==> src/rtl/amp_config_sender.sv <==
// amp_config_sender: two-wire write master that streams a {reg addr, data} table to the class-D amp.
// Build option AMP_CFG_RETRY_EN: a NACKed entry is re-sent (up to 3 retries) before the sequence aborts.
module amp_config_sender #(
    parameter int         CLK_DIV  = 8,
    parameter logic [6:0] DEV_ADDR = 7'h2C,
    parameter int         NUM_REGS = 12
) (
    input  logic        clk_in,
    input  logic        reset,
    input  logic        send_config_in,
    output logic [4:0]  cfg_index_out,
    input  logic [15:0] cfg_word_in,
    output logic        scl_out,
    output logic        sda_oe_out,
    input  logic        sda_in,
    output logic        busy_out,
    output logic        done_out,
    output logic        nack_out
);
    localparam int               DIV_W    = $clog2(CLK_DIV);
    localparam logic [DIV_W-1:0] DIV_LAST = DIV_W'(CLK_DIV - 1);
    localparam logic [4:0]       LAST_IDX = 5'(NUM_REGS - 1);

    typedef enum logic [2:0] {
        ST_IDLE, ST_FETCH, ST_START, ST_SHIFT, ST_ACK, ST_STOP
    } state_t;

    state_t           state, state_nx;
    logic             send_d, trigger, tick, phase_end;
    logic             stop_end, seq_end, last_entry, give_up, retry;
    logic [DIV_W-1:0] div_cnt;
    logic [1:0]       quarter, byte_idx;
    logic [2:0]       bit_cnt;
    logic [15:0]      word_q;
    logic [7:0]       cur_byte;
    logic             ack_sample, nack_flag;

    assign trigger    = send_config_in & ~send_d;
    assign tick       = busy_out && (state != ST_FETCH) && (div_cnt == DIV_LAST);
    // START and STOP are 3-quarter phases; data and ACK bits use all 4 quarters.
    assign phase_end  = tick && (quarter == (((state == ST_START) || (state == ST_STOP)) ? 2'd2 : 2'd3));
    assign stop_end   = (state == ST_STOP) && phase_end;
    assign last_entry = (cfg_index_out == LAST_IDX);
    assign seq_end    = stop_end && (give_up || (!nack_flag && last_entry));

`ifdef AMP_CFG_RETRY_EN
    logic [1:0] retry_cnt;

    always_ff @(posedge clk_in) begin
        if (reset) begin
            retry_cnt <= 2'd0;
        end else if ((state == ST_IDLE) && trigger) begin
            retry_cnt <= 2'd0;
        end else if (stop_end && !seq_end) begin
            retry_cnt <= retry ? retry_cnt + 2'd1 : 2'd0;
        end
    end

    assign give_up = nack_flag && (retry_cnt == 2'd3);
    assign retry   = nack_flag && (retry_cnt != 2'd3);
`else
    assign give_up = nack_flag;
    assign retry   = 1'b0;
`endif

    always_ff @(posedge clk_in) begin
        if (reset) begin
            state <= ST_IDLE;
        end else begin
            state <= state_nx;
        end
    end

    always_comb begin
        state_nx = state;
        case (state)
            ST_IDLE:  if (trigger) state_nx = ST_FETCH;
            ST_FETCH: state_nx = ST_START;
            ST_START: if (phase_end) state_nx = ST_SHIFT;
            ST_SHIFT: if (phase_end && (bit_cnt == 3'd0)) state_nx = ST_ACK;
            ST_ACK:   if (phase_end) state_nx = (ack_sample || (byte_idx == 2'd2)) ? ST_STOP : ST_SHIFT;
            ST_STOP:  if (phase_end) state_nx = seq_end ? ST_IDLE : ST_FETCH;
            default:  state_nx = ST_IDLE;
        endcase
    end

    always_comb begin
        case (byte_idx)
            2'd0:    cur_byte = {DEV_ADDR, 1'b0};
            2'd1:    cur_byte = word_q[15:8];
            default: cur_byte = word_q[7:0];
        endcase
    end

    always_comb begin
        scl_out    = 1'b1;
        sda_oe_out = 1'b0;
        case (state)
            ST_START: begin
                scl_out    = (quarter != 2'd2);
                sda_oe_out = (quarter != 2'd0);
            end
            ST_SHIFT: begin
                scl_out    = (quarter == 2'd1) || (quarter == 2'd2);
                sda_oe_out = ~cur_byte[bit_cnt];
            end
            ST_ACK: begin
                scl_out    = (quarter == 2'd1) || (quarter == 2'd2);
            end
            ST_STOP: begin
                scl_out    = (quarter != 2'd0);
                sda_oe_out = (quarter != 2'd2);
            end
            default: ;
        endcase
    end

    always_ff @(posedge clk_in) begin
        if (reset) begin
            send_d        <= 1'b0;
            div_cnt       <= '0;
            quarter       <= 2'd0;
            bit_cnt       <= 3'd7;
            byte_idx      <= 2'd0;
            word_q        <= 16'd0;
            ack_sample    <= 1'b0;
            nack_flag     <= 1'b0;
            cfg_index_out <= 5'd0;
            busy_out      <= 1'b0;
            done_out      <= 1'b0;
            nack_out      <= 1'b0;
        end else begin
            send_d <= send_config_in;

            if ((state == ST_IDLE) || (state == ST_FETCH) || tick) begin
                div_cnt <= '0;
            end else begin
                div_cnt <= div_cnt + DIV_W'(1);
            end

            if (state_nx != state) begin
                quarter <= 2'd0;
            end else if (tick) begin
                quarter <= quarter + 2'd1;
            end

            // Counting down from 7 wraps back to 7 after bit 0, ready for the next byte.
            if (state == ST_FETCH) begin
                bit_cnt <= 3'd7;
            end else if ((state == ST_SHIFT) && phase_end) begin
                bit_cnt <= bit_cnt - 3'd1;
            end

            if (state == ST_FETCH) begin
                byte_idx  <= 2'd0;
                word_q    <= cfg_word_in;
                nack_flag <= 1'b0;
            end else if ((state == ST_ACK) && phase_end) begin
                byte_idx <= byte_idx + 2'd1;
                if (ack_sample) nack_flag <= 1'b1;
            end

            if ((state == ST_ACK) && tick && (quarter == 2'd2)) begin
                ack_sample <= sda_in;
            end

            if ((state == ST_IDLE) && trigger) begin
                busy_out      <= 1'b1;
                done_out      <= 1'b0;
                nack_out      <= 1'b0;
                cfg_index_out <= 5'd0;
            end else if (stop_end) begin
                if (seq_end) begin
                    busy_out      <= 1'b0;
                    cfg_index_out <= 5'd0;
                    if (give_up) nack_out <= 1'b1;
                    else         done_out <= 1'b1;
                end else if (!retry) begin
                    cfg_index_out <= cfg_index_out + 5'd1;
                end
            end
        end
    end

endmodule

==> config.mk <==
export PLATFORM = sky130hd
export DESIGN_NAME = amp_config_sender
export DESIGN_NICKNAME = d
export VERILOG_FILES = /design/src/rtl/amp_config_sender.sv
export SDC_FILE = /design/constraint.sdc
export NUM_CORES = 1
export LEC_CHECK = 0
export BUFFER_PORTS_ARGS = -buffer_cell sky130_fd_sc_hd__buf_2
export CORE_UTILIZATION = 63
export CTS_BUF_LIST = sky130_fd_sc_hd__clkbuf_4
export CTS_CLUSTER_SIZE = 14
export DETAILED_ROUTE_END_ITERATION = 8
export PLACE_DENSITY = 0.87
export SLEW_MARGIN = 10
export SYNTH_ARGS = -nofsm -noshare
export SYNTH_HDL_FRONTEND = slang
export SYNTH_SLANG_ARGS = --single-unit
==> constraint.sdc <==
create_clock -name clk_in -period 4.75 [get_ports clk_in]
set_clock_uncertainty 0.1 [all_clocks]
set_input_delay 0.95 -clock clk_in [delete_from_list [all_inputs] [get_ports clk_in]]
set_output_delay 0.95 -clock clk_in [all_outputs]
set_load 0.05 [all_outputs]
# Yosys cells after proc, flatten, opt, wreduce, memory -nomap -nowiden
# Cells that the tools add are included.
# word_totals
output_inout_bits	10
word_cells	90
in_bits	20
ff_bits	40
# op_classes
n_mux	18
bitwise	4
n_reduce_logical	34
addsub	5
eq_ne	15
order_cmp	1
# op_table
op	count
two-way mux 3 bit	6
one-hot mux 3 bit (6 select lines)	1
one-hot mux 8 bit (2 select lines)	1
logical AND 1 bit	12
OR reduction 2 bit	5
== test 3 bit, second input constant	3
== test 3 x 2 -> 1 bit, second input constant	2
logical NOT 3 bit	2
logical OR 1 bit	6
two-way mux 1 bit	6
one-hot mux 1 bit (3 select lines)	2
AND reduction 3 bit	2
nonzero test 2 bit	3
adder 5 x 1 -> 5 bit, second input constant	1
== test 5 x 4 -> 1 bit, second input constant	1
two-way mux 5 bit	1
adder 2 x 1 -> 2 bit, second input constant	2
== test 2 x 1 -> 1 bit, second input constant	2
== test 2 bit, second input constant	2
less-than comparator 3 x 4 -> 1 bit, second input constant	1
AND reduction 2 bit	2
adder 3 x 1 -> 3 bit, second input constant	1
binary-select mux 1 bit (select 3 bit)	1
== test 3 x 1 -> 1 bit, second input constant	1
9 further kinds	11

# Depth between registers and ports, before layout
# depth
depth_word	12
depth_mapped	8
depth_no_buf	7

# Worst setup path before layout
# Ideal clock, no wire load.
# synth_path
kind	flip-flop to output port
start	register byte_idx[1]
end	output port sda_oe_out
stages_incl_launch_ff	9
path_buffers	1
setup_slack_ps	1537
required_time_ps	3700
arrival_time_ps	2163
path_cell_list	dfxtp_1 > inv_1 > ha_1 > clkbuf_1 > nor2_1 > a221o_1 > a211oi_1 > a211oi_1 > o21ai_1
# synth_via
elab_chain_len	6
elab_cells_between_ends	7
cone_classes	eq/ne: 1; mux: 4; bitwise: 1; reduce/logical: 1
# synth_rtl
item	line	source
start: declaration	32	logic [1:0] quarter, byte_idx;
start signal: assignment	159	byte_idx <= byte_idx + 2'd1;
== test 2 x 1 -> 1 bit / logical NOT 2 bit (equally long branches)	88	case (byte_idx)
one-hot mux 8 bit (2 select lines) (*)	88	
binary-select mux 1 bit (select 3 bit) (*)	105	sda_oe_out = ~cur_byte[bit_cnt];
two-way mux 1 bit (implied by the code) (*)	105	
inverter 1 bit (*)	105	
one-hot mux 1 bit (3 select lines) (*)	98	case (state)
end: declaration	14	output logic sda_oe_out,
# Every way passes the cells marked *; elsewhere a longest branch is shown, timed or not. The select of a mux whose other input is x is not followed.

# Worst setup path after layout
# Ends and elaborated chain as after synthesis.

==> impl_metrics.json <==
{
  "outcome": "finished, final reports clean",
  "grt_first_pass_wirelength_um": 7430,
  "p_per_area_nw_per_um2": 278,
  "arrival_ns": 2.62,
  "detail-route-antenna-nets": 0,
  "die_y_um": 59.8,
  "yosysWarnings": 0,
  "clkLatencyLatePin_ns": 0.36,
  "antenna_found_initial": 0,
  "synthesis.nets": 283,
  "dr.first_iter.drc_count": 171,
  "synthArstFlopShare_pct": 0,
  "switching_share_pct": 26.0,
  "rows": 20,
  "cts_tree": "done",
  "vias_per_cell": 5.96,
  "hold_viol": 0,
  "clockRootBuffer": "clkbuf_4",
  "firstDrtPassIters": 4,
  "drc_errors": 0,
  "ctsHoldBuffers": 0,
  "regToRegSetupSlack_ns": 2.28,
  "die_x_um": 59.8,
  "synth_top_area_share_pct": 38.1,
  "grtUsageTotal_pct": 28.1,
  "design_area_um2": 2320,
  "switching_power_mw": 0.168,
  "p_leak_nw": 0.940,
  "wl_um": 4540,
  "grt_overflow": 0,
  "worst-setup-path-type": "flip-flop to output port",
  "fin_crit_ns": 3.67,
  "max-cap-violations": 0,
  "ctsResizeCount": 0,
  "synth_edf_count": 0,
  "core_area_um2": 3100,
  "slew_headroom_pct": 51.2,
  "fmax_ghz": 0.272,
  "dpl_cell_area_um2": 2240,
  "avgRoutedWirePerCell_um": 14.3,
  "ys_seq_elements": 40,
  "synth-main-ff-cell": "dfxtp_1",
  "cts_num_sinks": 40,
  "whs_ns": 0.343,
  "diodes": 0,
  "start_util_pct": 67.7,
  "cp-start-kind": "flip-flop",
  "clockPowerShare_pct": 35.6,
  "intPower_mw": 0.478,
  "vias": 1896,
  "cts_setup_buffers": 0,
  "p_comb_share_pct": 9.4,
  "clk_path_buf_depth": 2,
  "rsz0062_at_grt": "false",
  "fin_cells": 318,
  "numCtsBuffers": 5,
  "io_buffers": 29,
  "critPathCaptureType": "output port",
  "yosysUniqueCellTypes": 51,
  "min_period_over_period_pct": 77.3,
  "peakVddDrop_uv": 198,
  "dp_hpwl_um": 3110,
  "worst_slew_pin_slew_ns": 0.731,
  "dieArea_um2": 3570,
  "final_nets": 305,
  "drive_gt1_share_pct": 17.2,
  "synth_area_leader_cell": "dfxtp_1",
  "clk_pin_slew_ns": 0.13,
  "synth_seq_area_share_pct": 38.1,
  "crit_fanout": 9,
  "required_ns": 3.70,
  "globalplace.congestion": 0.937,
  "grt_pass1_vias": 1670,
  "dp.cells": 310,
  "p_seq_share_pct": 55.1,
  "slew_viol_final": 0,
  "num_io_pins": 30,
  "setup_tns_ns": 0,
  "synth_commonest_cells": "dfxtp_1, nand2_1, a21oi_1, nor2_1, ha_1",
  "area_growth_pct": 10.5,
  "ys_top_cells_by_area": "dfxtp_1, ha_1, nand2_1",
  "synth_area_um2": 2100,
  "grt_max_degree": 32,
  "synthCells": 251,
  "h-tree-depth": 2,
  "setup_viol": 0,
  "hold_class": "flip-flop to flip-flop",
  "postSynthAreaPerCell_um2": 8.37
}
power groups by stage:
| stage | Combinational, mW | Sequential [mW] | Clock [mW] |
|---|---|---|---|
| 2_1_floorplan | 0.0451 | 0.360 | 0 |
| 3_3_place_gp | 0.0580 | 0.363 | 0 |
| 3_5_place_dp | 0.0598 | 0.363 | 0 |
| 4_1_cts | 0.0601 | 0.356 | 0.233 |
| 5_1_grt | 0.0665 | 0.358 | 0.246 |
| 6_report | 0.0605 | 0.356 | 0.230 |
per-stage QoR:
step           setup slack [ns]  utilization (%)  power (mW)
3_3_place_gp               1.62             72.3       0.421
2_1_floorplan              1.54                -       0.405
3_5_place_dp               1.57             72.3       0.423
4_1_cts                    1.10             74.9       0.649
6_report                   1.08             74.9       0.647
5_1_grt                   0.922             74.9       0.670
routing by layer:
metal,share of wire (%),wire (um),global-route usage [%],vias up
li1,-,-,-,931
met1,45,2060,37.4,896
met2,47,2120,42.1,58
met3,6.4,289,7.36,11
met4,1.7,75,14.0,0
met5,0,0,0,-
flip-flops by register name (all words and copies together), names as in the netlist:
signal and flops:
done_out 1, state 3, cfg_index_out 5, div_cnt 3
word_q 16, give_up 1, nack_out 1, byte_idx 2
send_d 1, ack_sample 1, bit_cnt 3, quarter 2
busy_out 1
final cells by class:
class	count	area, um2
multi-input combinational	188	1210
clock buffer	5	37.5
sequential	40	801
fill	269	779
clock inverter	3	42.5
inverter	9	33.8
tap	44	55.1
timing repair buffer	29	145
logic make-up after synthesis:
logic type                 count (synthesis)  share of synthesized area, %
AOI/OAI and AO/OA                         53                          16.2
xor gates and xnor gates                   7                          2.92
adders and majority gates                 12                          7.14
buffers and inverters                     23                          4.40
DFF                                       40                          38.1
muxes                                      6                          4.05
and+or+nand+nor                          110                          27.2
critical path, stage by stage (launching register included):
cell,delay (ns)
dfxtp_1,0.38
inv_1,0.07
ha_1,0.29
nor2_1,0.30
a22oi_1,0.12
mux4_2,0.49
a211oi_1,0.29
o21ai_1,0.11
buf_2,0.22
cells in the final DEF (no fill, tap or decap), drive strengths merged, types with 8 or more instances in the layout:
master   n
buf     29
nor2    22
inv      9
a21oi   25
ha      12
nor3     8
dfxtp   40
nand2   40
worst paths after layout:
kind | end | start | cells past startpoint
max | sda_oe_out | byte_idx[1] | 8
min reg2reg | div_cnt[0] | div_cnt[0] | 1
max reg2reg | ack_sample | state[0] | 5
min | div_cnt[0] | div_cnt[0] | 1
(Power assumes the default switching activity.)
